## src/rtl/enemy_move_scheduler_pkg.sv

```systemverilog
// Shared definitions for the enemy row scheduler.
//   - position geometry (x/y widths, packed position type, dead code)
//   - movement phase encodings and the direction helper
//   - scheduler FSM state encodings
package enemy_move_scheduler_pkg;

  localparam int POS_W = 19;
  localparam int X_W   = 10;
  localparam int Y_W   = 9;

  // Position code reported for a dead enemy.
  localparam logic [POS_W-1:0] NONE_CODE = {POS_W{1'b1}};

  // Movement phases: right, left, left, right. A full cycle nets zero.
  localparam logic [1:0] PH_R0 = 2'b00;
  localparam logic [1:0] PH_L0 = 2'b01;
  localparam logic [1:0] PH_L1 = 2'b10;
  localparam logic [1:0] PH_R1 = 2'b11;

  localparam logic [1:0] ST_IDLE   = 2'b00;
  localparam logic [1:0] ST_UPDATE = 2'b01;
  localparam logic [1:0] ST_DONE   = 2'b10;

  // x in the upper bits so the packed bus reads {x, y} per enemy.
  typedef struct packed {
    logic [X_W-1:0] x;
    logic [Y_W-1:0] y;
  } pos_t;

  function automatic logic isRightward(input logic [1:0] phase);
    return (phase == PH_R0) || (phase == PH_R1);
  endfunction

endpackage

```

## src/rtl/enemy_row_mover.sv

```systemverilog
// Combinational single-enemy move datapath, time-shared across the row.
//   alive   : enemy alive bit
//   pos     : current {x, y}
//   phase   : phase latched for the current step
//   nextPos : moved position, or NONE for a dead enemy
// x wraps modulo 1024 in both directions; y is always re-forced to the row.
module enemy_row_mover
  import enemy_move_scheduler_pkg::*;
#(
  parameter logic [Y_W-1:0]   VERTICAL_POSITION = 9'd108,
  parameter logic [POS_W-1:0] NONE              = NONE_CODE
) (
  input  logic       alive,
  input  pos_t       pos,
  input  logic [1:0] phase,
  output pos_t       nextPos
);

  always_comb begin
    nextPos = NONE;
    if (alive) begin
      nextPos.x = isRightward(phase) ? (pos.x + 10'd1) : (pos.x - 10'd1);
      nextPos.y = VERTICAL_POSITION;
    end
  end

endmodule

```

## src/rtl/enemy_move_scheduler.sv

```systemverilog
// Owns position/alive state for one row of enemies and steps the row on a
// periodic tick, one enemy per clock through a single enemy_row_mover.
//   i_Clk, i_Rst_n      : clock, async active-low reset
//   i_Run               : tick counter enable
//   i_Restart           : sync reinit, beats every other input
//   i_KillValid/KillIdx : kill request
//   o_EnemyPosition     : packed {x,y} per enemy, enemy k at [19k+18:19k]
//   o_EnemyState        : alive bitmap
//   o_PhaseState        : current movement phase
//   o_Busy              : row walk in progress
//   o_StepDone          : one-cycle pulse after each walk
//   o_AllDead           : no enemy alive
module enemy_move_scheduler
  import enemy_move_scheduler_pkg::*;
#(
  parameter int               NUM_ENEMY         = 8,
  parameter logic [31:0]      MOVE_PERIOD       = 32'd2_500_000,
  parameter logic [7:0]       STEPS_PER_PHASE   = 8'd40,
  parameter logic [X_W-1:0]   START_X           = 10'd100,
  parameter logic [X_W-1:0]   SPACING           = 10'd40,
  parameter logic [Y_W-1:0]   VERTICAL_POSITION = 9'd108,
  parameter logic [POS_W-1:0] NONE              = NONE_CODE
) (
  input  logic                       i_Clk,
  input  logic                       i_Rst_n,
  input  logic                       i_Run,
  input  logic                       i_Restart,
  input  logic                       i_KillValid,
  input  logic [3:0]                 i_KillIdx,
  output logic [POS_W*NUM_ENEMY-1:0] o_EnemyPosition,
  output logic [NUM_ENEMY-1:0]       o_EnemyState,
  output logic [1:0]                 o_PhaseState,
  output logic                       o_Busy,
  output logic                       o_StepDone,
  output logic                       o_AllDead
);

  localparam int IDX_W = (NUM_ENEMY > 1) ? $clog2(NUM_ENEMY) : 1;
  localparam logic [IDX_W-1:0] LAST_IDX = IDX_W'(NUM_ENEMY - 1);

  pos_t [NUM_ENEMY-1:0] posR;
  logic [NUM_ENEMY-1:0] aliveR;
  logic [31:0]          tickCnt;
  logic [7:0]           stepCnt;
  logic [1:0]           phaseR;
  logic [1:0]           walkPhase;
  logic [1:0]           state;
  logic [IDX_W-1:0]     idx;
  logic                 busyR;
  logic                 stepDoneR;
  logic                 tick;
  logic                 killHit;
  logic [IDX_W-1:0]     killSel;
  pos_t                 moverOut;

  function automatic logic [POS_W*NUM_ENEMY-1:0] initRow();
    pos_t [NUM_ENEMY-1:0] row;
    for (int k = 0; k < NUM_ENEMY; k++) begin
      row[k].x = START_X + X_W'(k) * SPACING;
      row[k].y = VERTICAL_POSITION;
    end
    return row;
  endfunction

  assign tick    = i_Run && (tickCnt == MOVE_PERIOD - 32'd1);
  assign killHit = i_KillValid && ({1'b0, i_KillIdx} < 5'(NUM_ENEMY));
  assign killSel = i_KillIdx[IDX_W-1:0];

  // Tick counter runs regardless of FSM state; ticks outside IDLE are lost.
  always_ff @(posedge i_Clk or negedge i_Rst_n) begin
    if (!i_Rst_n)       tickCnt <= '0;
    else if (i_Restart) tickCnt <= '0;
    else if (i_Run)     tickCnt <= tick ? '0 : tickCnt + 32'd1;
  end

  enemy_row_mover #(
    .VERTICAL_POSITION(VERTICAL_POSITION),
    .NONE             (NONE)
  ) uMover (
    .alive  (aliveR[idx]),
    .pos    (posR[idx]),
    .phase  (walkPhase),
    .nextPos(moverOut)
  );

  always_ff @(posedge i_Clk or negedge i_Rst_n) begin
    if (!i_Rst_n) begin
      posR      <= initRow();
      aliveR    <= '1;
      stepCnt   <= '0;
      phaseR    <= PH_R0;
      walkPhase <= PH_R0;
      state     <= ST_IDLE;
      idx       <= '0;
      busyR     <= 1'b0;
      stepDoneR <= 1'b0;
    end else if (i_Restart) begin
      posR      <= initRow();
      aliveR    <= '1;
      stepCnt   <= '0;
      phaseR    <= PH_R0;
      walkPhase <= PH_R0;
      state     <= ST_IDLE;
      idx       <= '0;
      busyR     <= 1'b0;
      stepDoneR <= 1'b0;
    end else begin
      case (state)
        ST_IDLE: begin
          if (tick) begin
            state     <= ST_UPDATE;
            idx       <= '0;
            walkPhase <= phaseR;
            busyR     <= 1'b1;
          end
        end
        ST_UPDATE: begin
          posR[idx] <= moverOut;
          idx       <= idx + 1'b1;
          if (idx == LAST_IDX) begin
            state     <= ST_DONE;
            busyR     <= 1'b0;
            stepDoneR <= 1'b1;
          end
        end
        ST_DONE: begin
          stepDoneR <= 1'b0;
          state     <= ST_IDLE;
          if (stepCnt == STEPS_PER_PHASE - 8'd1) begin
            stepCnt <= '0;
            phaseR  <= phaseR + 2'd1;
          end else begin
            stepCnt <= stepCnt + 8'd1;
          end
        end
        default: begin
          state     <= ST_IDLE;
          busyR     <= 1'b0;
          stepDoneR <= 1'b0;
        end
      endcase
      // Placed after the walk write so a same-cycle kill on the same slot wins.
      if (killHit) begin
        aliveR[killSel] <= 1'b0;
        posR[killSel]   <= NONE;
      end
    end
  end

  assign o_EnemyPosition = posR;
  assign o_EnemyState    = aliveR;
  assign o_PhaseState    = phaseR;
  assign o_Busy          = busyR;
  assign o_StepDone      = stepDoneR;
  assign o_AllDead       = ~|aliveR;

endmodule

```

## config.mk

```make
export PLATFORM = sky130hd
export DESIGN_NAME = enemy_move_scheduler
export DESIGN_NICKNAME = d
export VERILOG_FILES = /design/src/rtl/enemy_move_scheduler_pkg.sv /design/src/rtl/enemy_row_mover.sv /design/src/rtl/enemy_move_scheduler.sv
export SDC_FILE = /design/constraint.sdc
export NUM_CORES = 1
export LEC_CHECK = 0
export BUFFER_PORTS_ARGS = -buffer_cell sky130_fd_sc_hd__buf_4
export CAP_MARGIN = 20
export CORE_ASPECT_RATIO = 0.9
export CORE_MARGIN = 2
export CORE_UTILIZATION = 51
export CTS_BUF_LIST = sky130_fd_sc_hd__clkbuf_4 sky130_fd_sc_hd__clkbuf_8 sky130_fd_sc_hd__clkbuf_16
export CTS_CLUSTER_SIZE = 30
export DETAILED_ROUTE_END_ITERATION = 10
export PLACE_DENSITY = 0.77
export SKIP_LAST_GASP = 1
export SLEW_MARGIN = 20
export SYNTH_ARGS = -nofsm -noshare
export SYNTH_HDL_FRONTEND = slang
export SYNTH_SLANG_ARGS = --single-unit
```

## constraint.sdc

```tcl
create_clock -name i_Clk -period 3.2 [get_ports i_Clk]
set_clock_uncertainty 0.05 [all_clocks]
set_input_delay 0.64 -clock i_Clk [delete_from_list [all_inputs] [get_ports i_Clk]]
set_output_delay 0.64 -clock i_Clk [all_outputs]
set_load 0.02 [all_outputs]
```

==> impl_metrics.yaml, run 1 <==
timing:
  period_share_pct: 97.11
  layout_min_cycle_time_ns: 3.108
  max_clock_freq_mhz: 321.8
  finalSetupTns_ns: 0
  rsz0062_at_grt: "false"
  setup_violations: 0
  finalHoldViolations: 0
  max-slew-margin-rel_pct: 38.43
  worstMarginPinSlew_ns: 0.9205
  drv_slew: 0
  holdWs_ns: 0.1480
power_and_ir_drop:
  pwr-share-comb_pct: 5.7
  vdd_ir_drop_max_mv: 0.3637
  power_switching_mw: 1.309
  power_frac_clock_pct: 45.8
  power_frac_seq_pct: 48.5
  p_int_mw: 4.321
  leakage_nw: 5.604
  p_per_area_nw_per_um2: 444.1
  swShare_pct: 23.25
logic_synthesis:
  syn_area_sq_um: 10100
  synth_mux_area_share_pct: 4.325
  ys_seq_area_share_pct: 53.17
  synth_top_family_by_area: "simple AND/OR/NAND/NOR gates"
  synthAdderAreaFrac_pct: 1.685
  netlist-cell-type-count: 75
  synth_compound_area_share_pct: 14.51
  ys.flop_type: "dfrtp_1"
  synth_xor_area_share_pct: 3.643
  syn_area_per_cell_sq_um: 10.02
  synthCells: 1008
  ys_async_sr_fraction_pct: 100.0
  synth_seq_cells: 211
  yosys_warnings: 0
  synth-simple-area-share_pct: 19.98
  synth.net_count: 1030
  synth_edf_count: 0
cts:
  numCtsBuffers: 22
  hold_buffers: 0
  cts_tree: "built"
  clk_pin_slew_ns: 0.07
  root_buffer: "clkbuf_16"
  clk_path_buf_depth: 3
  cts-htree-levels: 1
  cts.sink_count: 211
  worstSkewPairLatency_ns: 0.52
die:
  coreArea_sq_um: 19280
  die_y_um: 137.5
  ioPinCount: 174
  die_w_um: 152.3
  rows: 48
  initial_core_util_pct: 52.38
  dieArea_sq_um: 20940
final_layout:
  layout-drive-gt1-share_pct: 32.41
  final_common_cell: "buf_4"
  nets: 1229
  area_growth_pct: 25.54
  fillers: 1530
  regArea_sq_um: 5373
  layout_common_cells: "215 x buf_4, 168 x nand2_1, 137 x dfrtp_1"
  stdcell_count: 1472
  antenna_cells: 0
  multi_input_area_sq_um: 4509
drt:
  wl_met3_mm: 3.152
  maxUsedRoutingLayer: "met4"
  num_vias: 8779
  drcViolationCount: 0
  wire_per_inst_um: 20.99
  drtIter0Drc: 893
  wl_met2_mm: 13.98
  firstDrtPassIters: 5
  wl_met1_mm: 12.75
  viasPerCell: 5.964
  antenna_left: 0
  totalWireLength_mm: 30.89
global_routing:
  antenna_found_initial: 0
  grt_max_degree: 83
  gr-total-overflow: 0
  grt_pass1_vias: 8452
  grt_use_total_pct: 28.82
  grt_pass1_wl_mm: 47.62
worst_setup_path:
  r2r-end: "o_EnemyPosition[151]"
  required_ns: 3.55
  cp_max_fo: 24
  cp-endpoint: "o_EnemyPosition[151]"
  crit_start: "idx[0]"
  rrSetupSlack_ns: 0.09
  rr_startpoint: "idx[0]"
  reg2regPathDepth: 10
  critPathLaunchType: "register"
  worst_ep_arrival_time_ns: 3.46
  path_class: "reg2reg"
  endpoint_kind: "register"
min_path:
  holdCritPathClass: "in2async"
place:
  port_buffers: 173
  dp_cells: 1430
  place_hpwl_mm: 22.18
  gp_congestion: 1.003
outcome:
  outcome: "finished clean"
flow_run:
  max_cap_viol_count: 0
metrics by stage:
stage / worst slack [ns] / power, mW / utilization (%) / cell area [sq um]
2_1_floorplan: 0.007125 / 2.922 / - / 10100
3_3_place_gp: 0.1009 / 3.090 / 61.49 / 11850
3_5_place_dp: 0.09973 / 3.094 / 61.49 / 11850
4_1_cts: 0.03896 / 5.658 / 65.26 / 12580
5_1_grt: 0.009389 / 5.809 / 65.75 / 12680
6_report: 0.09247 / 5.630 / 65.75 / 12680
synthesized netlist by cell type, types with 4 or more instances:
master	number	area [sq um]
o21ai_1	6	30.03
a31oi_1	18	112.6
buf_2	6	30.03
or2_2	12	75.07
clkbuf_1	26	97.59
a211oi_1	16	120.1
mux2_2	6	67.56
inv_1	8	30.03
nor3_1	22	110.1
and3_1	8	50.05
nand2b_1	13	81.33
nor2b_1	8	50.05
nand3_1	21	105.1
mux4_2	9	202.7
a311oi_1	4	35.03
buf_4	6	45.04
a311oi_2	8	120.1
o31ai_1	4	30.03
a21oi_1	85	425.4
ha_1	12	150.1
nand4_1	8	50.05
nand2_1	168	630.6
dfstp_2	71	1866
a22oi_1	5	37.54
or3_1	23	143.9
o21bai_1	4	30.03
o211ai_1	18	135.1
dfrtp_1	140	3503
xnor2_1	13	113.9
o21ai_0	34	170.2
mux2i_1	13	130.1
o2111ai_1	4	35.03
nor4_1	5	31.28
nor2_1	121	454.2
xor2_1	24	210.2
repair_timing:
action,in CTS,in global routing
buffers inserted,0,3
resized for setup,0,16
endpoints found under the setup margin,0,32
worst min-delay path by stage:
| stage | from | slack, ns | end |
|---|---|---|---|
| global placement | o_EnemyState[6] | 0.42 | o_EnemyState[6] |
| floorplan | i_Rst_n | 0.29 | idx[0] |
| CTS | i_Rst_n | 0.16 | o_EnemyPosition[142] |
| global route | i_Rst_n | 0.19 | stepCnt[6] |
| finish | i_Rst_n | 0.15 | stepCnt[1] |
| detailed placement | o_EnemyState[6] | 0.42 | o_EnemyState[6] |
power by group through the flow:
stage	logic [mW]	registers (mW)	clock network, mW
2_1_floorplan	0.120	2.80	0
3_3_place_gp	0.314	2.78	0
3_5_place_dp	0.319	2.78	0
4_1_cts	0.320	2.73	2.61
5_1_grt	0.350	2.73	2.73
6_report	0.322	2.73	2.58
cells by family after synthesis:
group / after synthesis
buf+inv: 55
mux: 31
flops: 211
xor+xnor: 39
simple gates: 436
compound gates: 223
fa+ha+maj: 13
critical path, stage by stage, from the launching register on:
cell and delay [ns]:
dfrtp_2 0.44, buf_12 0.19, mux4_2 0.55, mux2_2 0.30, ha_1 0.36, a21oi_1 0.19, o21ai_0 0.11, o21bai_4 0.20
xnor2_4 0.17, buf_12 0.15, a311oi_2 0.26
routing by layer:
layer / global-route usage (%) / up-vias
li1: - / 3972
met1: 39.58 / 4260
met2: 45.02 / 466
met3: 7.518 / 81
met4: 9.813 / 0
met5: 0 / -
flip-flops by register name, summed over array words and instances (netlist names):
| signal | flops |
|---|---|
| o_PhaseState | 2 |
| idx | 3 |
| o_EnemyState | 8 |
| o_EnemyPosition | 152 |
| o_Busy | 1 |
| tickCnt | 32 |
| o_StepDone | 1 |
| walkPhase | 2 |
| state | 2 |
| stepCnt | 8 |
final cells by class:
| type | instances | share of cell area (%) |
|---|---|---|
| Clock buffer | 32 | 5.222 |
| Clock inverter | 7 | 0.5231 |
| Inverter | 9 | 0.2665 |
| Multi-Input combinational cell | 742 | 35.57 |
| Sequential cell | 211 | 42.38 |
| Tap cell | 250 | 2.468 |
| Timing Repair Buffer | 221 | 13.56 |
No activity file was read; power rests on OpenSTA's default activity.
==> run 2: changes to the inputs <==
--- a/config.mk
+++ b/config.mk
@@ -5,15 +5,15 @@
 export SDC_FILE = /design/constraint.sdc
 export NUM_CORES = 1
 export LEC_CHECK = 0
-export BUFFER_PORTS_ARGS = -buffer_cell sky130_fd_sc_hd__buf_4
 export CAP_MARGIN = 20
 export CORE_ASPECT_RATIO = 0.9
 export CORE_MARGIN = 2
-export CORE_UTILIZATION = 51
+export CORE_UTILIZATION = 55
 export CTS_BUF_LIST = sky130_fd_sc_hd__clkbuf_4 sky130_fd_sc_hd__clkbuf_8 sky130_fd_sc_hd__clkbuf_16
 export CTS_CLUSTER_SIZE = 30
 export DETAILED_ROUTE_END_ITERATION = 10
-export PLACE_DENSITY = 0.77
+export DONT_BUFFER_PORTS = 1
+export PLACE_DENSITY = 0.74
 export SKIP_LAST_GASP = 1
 export SLEW_MARGIN = 20
 export SYNTH_ARGS = -nofsm -noshare
==> run 2 against run 1 <==
- the run now ends with hold timing left
- critical path depth increased by 1
- wire length decreased by 2.0%
- total power shrank 1.7%
- die area shrank 7.1%
- worst hold slack got worse by 0.36 ns
- fmax down 0.37%
- clock power up 2%
- via count is 7.7% lower
- non-clock buffer count fell by 170
- critical path type unchanged
==> impl_metrics.yaml, run 2 (synthesis results as in run 1) <==
outcome:
  outcome: "complete, but fails checks"
  violations: "hold timing"
timing:
  finalHoldViolations: 155
  period_share_pct: 97.47
  layout_min_cycle_time_ns: 3.119
  drv_slew: 0
  max-slew-margin-rel_pct: 21.77
  holdWs_ns: -0.2101
  rsz0062_at_grt: "true"
  finalSetupTns_ns: 0
  setup_violations: 0
  worstMarginPinSlew_ns: 1.173
  max_clock_freq_mhz: 320.6
final_layout:
  multi_input_area_sq_um: 4568
  nets: 1059
  fillers: 1415
  layout-drive-gt1-share_pct: 22.03
  stdcell_count: 1293
  antenna_cells: 0
  stdcell_area_sq_um: 11450
  layout_common_cells: "168 x nand2_1, 138 x dfrtp_1, 120 x nor2_1"
  largest_reg_flops: 152
  area_growth_pct: 13.41
  regArea_sq_um: 5371
  final_common_cell: "nand2_1"
min_path:
  holdCritPathClass: "in2async"
global_routing:
  grt_use_total_pct: 30.77
  antenna_found_initial: 0
  grt_pass1_vias: 7965
  gr-total-overflow: 0
  grt_max_degree: 212
  grt_pass1_wl_mm: 47.06
place:
  dp_cells: 1251
  dpl_cell_area_sq_um: 10550
  gp_congestion: 0.9665
  port_buffers: 0
  place_hpwl_mm: 21.00
die:
  coreArea_sq_um: 17780
  rows: 46
  ioPinCount: 174
  die_y_um: 132.5
  die_w_um: 146.8
  initial_core_util_pct: 56.78
  dieArea_sq_um: 19460
cts:
  numCtsBuffers: 22
  worstSkewPairLatency_ns: 0.51
  root_buffer: "clkbuf_16"
  cts_tree: "built"
  clk_pin_slew_ns: 0.06
  clk_path_buf_depth: 3
  cts.sink_count: 211
  cts-htree-levels: 1
drt:
  viasPerCell: 6.268
  firstDrtPassIters: 5
  wire_per_inst_um: 23.41
  num_vias: 8104
  drcViolationCount: 0
  drtIter0Drc: 794
  totalWireLength_mm: 30.28
  antenna_left: 0
flow_run:
  max_cap_viol_count: 0
worst_setup_path:
  critPathLaunchType: "register"
  worst_ep_arrival_time_ns: 3.47
  path_class: "reg2reg"
  endpoint_kind: "register"
  cp_max_fo: 15
  required_ns: 3.55
power_and_ir_drop:
  p_per_area_nw_per_um2: 483.5
  leakage_nw: 4.785
  vdd_ir_drop_max_mv: 0.3838
==> run 2: cell count changes in the layout (fill, tap and decap cells not counted), sizes merged <==
| cell | before | now |
|---|---|---|
| buf | 220 | 51 |
| clkbuf | 33 | 32 |
| clkinvlp | 1 | 2 |
==> run 2: final timing paths <==
| check | slack (ns) | to | cells after the start | from |
|---|---|---|---|---|
| worst min register to register | 0.44 | tickCnt[31] | 1 | tickCnt[31] |
| worst min-delay path | -0.21 | o_PhaseState[0] | 0 | i_Rst_n |
| min in group i_Clk | 0.16 | tickCnt[4] | 1 | i_Restart |
| max in group asynchronous | 2.81 | idx[2] | 0 | i_Rst_n |
| worst max-delay path | 0.08 | o_EnemyPosition[94] | 11 | idx[0] |
| worst max register to register | 0.08 | o_EnemyPosition[94] | 11 | idx[0] |
==> run 2: worst max-delay path, cell delays in order (launching register included) <==
cell and delay, ns:
dfrtp_2 0.45, buf_12 0.17, buf_4 0.14, mux4_2 0.50, mux2_2 0.29, ha_2 0.32
a21oi_2 0.19, o21ai_0 0.12, o21bai_4 0.20, xnor2_4 0.15, buf_12 0.15, a311oi_2 0.26
==> run 2: final cells by class <==
type / instances / area share [%]
Multi-Input combinational cell: 742 / 39.89
Inverter: 9 / 0.2950
Tap cell: 240 / 2.622
Clock inverter: 8 / 0.6337
Clock buffer: 32 / 5.944
Timing Repair Buffer: 51 / 3.704
Sequential cell: 211 / 46.91
==> run 2: repair_timing <==
item                                    CTS  global route
buffers inserted                          1             2
gates resized for setup                   3            25
hold endpoints to repair                211           164
pin swaps                                 1             4
endpoints found under the setup margin   13            40
==> run 2: routing by layer <==
metal | wire length, um | vias up | GRT usage [%]
met5 | 0 | - | 0
li1 | - | 3610 | -
met1 | 12190 | 3971 | 42.70
met2 | 13480 | 431 | 46.53
met3 | 3393 | 92 | 8.931
met4 | 1206 | 0 | 10.95
==> run 2: stage by stage <==
step | util (%) | worst slack [ns] | total power [mW]
2_1_floorplan | - | 0.007125 | 2.922
3_3_place_gp | 59.34 | 0.07352 | 2.952
3_5_place_dp | 59.34 | -0.04524 | 2.955
4_1_cts | 63.77 | -0.007753 | 5.555
5_1_grt | 64.39 | -0.05526 | 5.682
6_report | 64.39 | 0.08103 | 5.536
==> run 2: power breakdown <==
group	switching, mW	leakage [nW]	internal (mW)
Sequential	0.0635	2.69	2.70
Combinational	0.0983	1.73	0.0538
Clock	1.06	0.372	1.56
Total	1.22	4.79	4.32
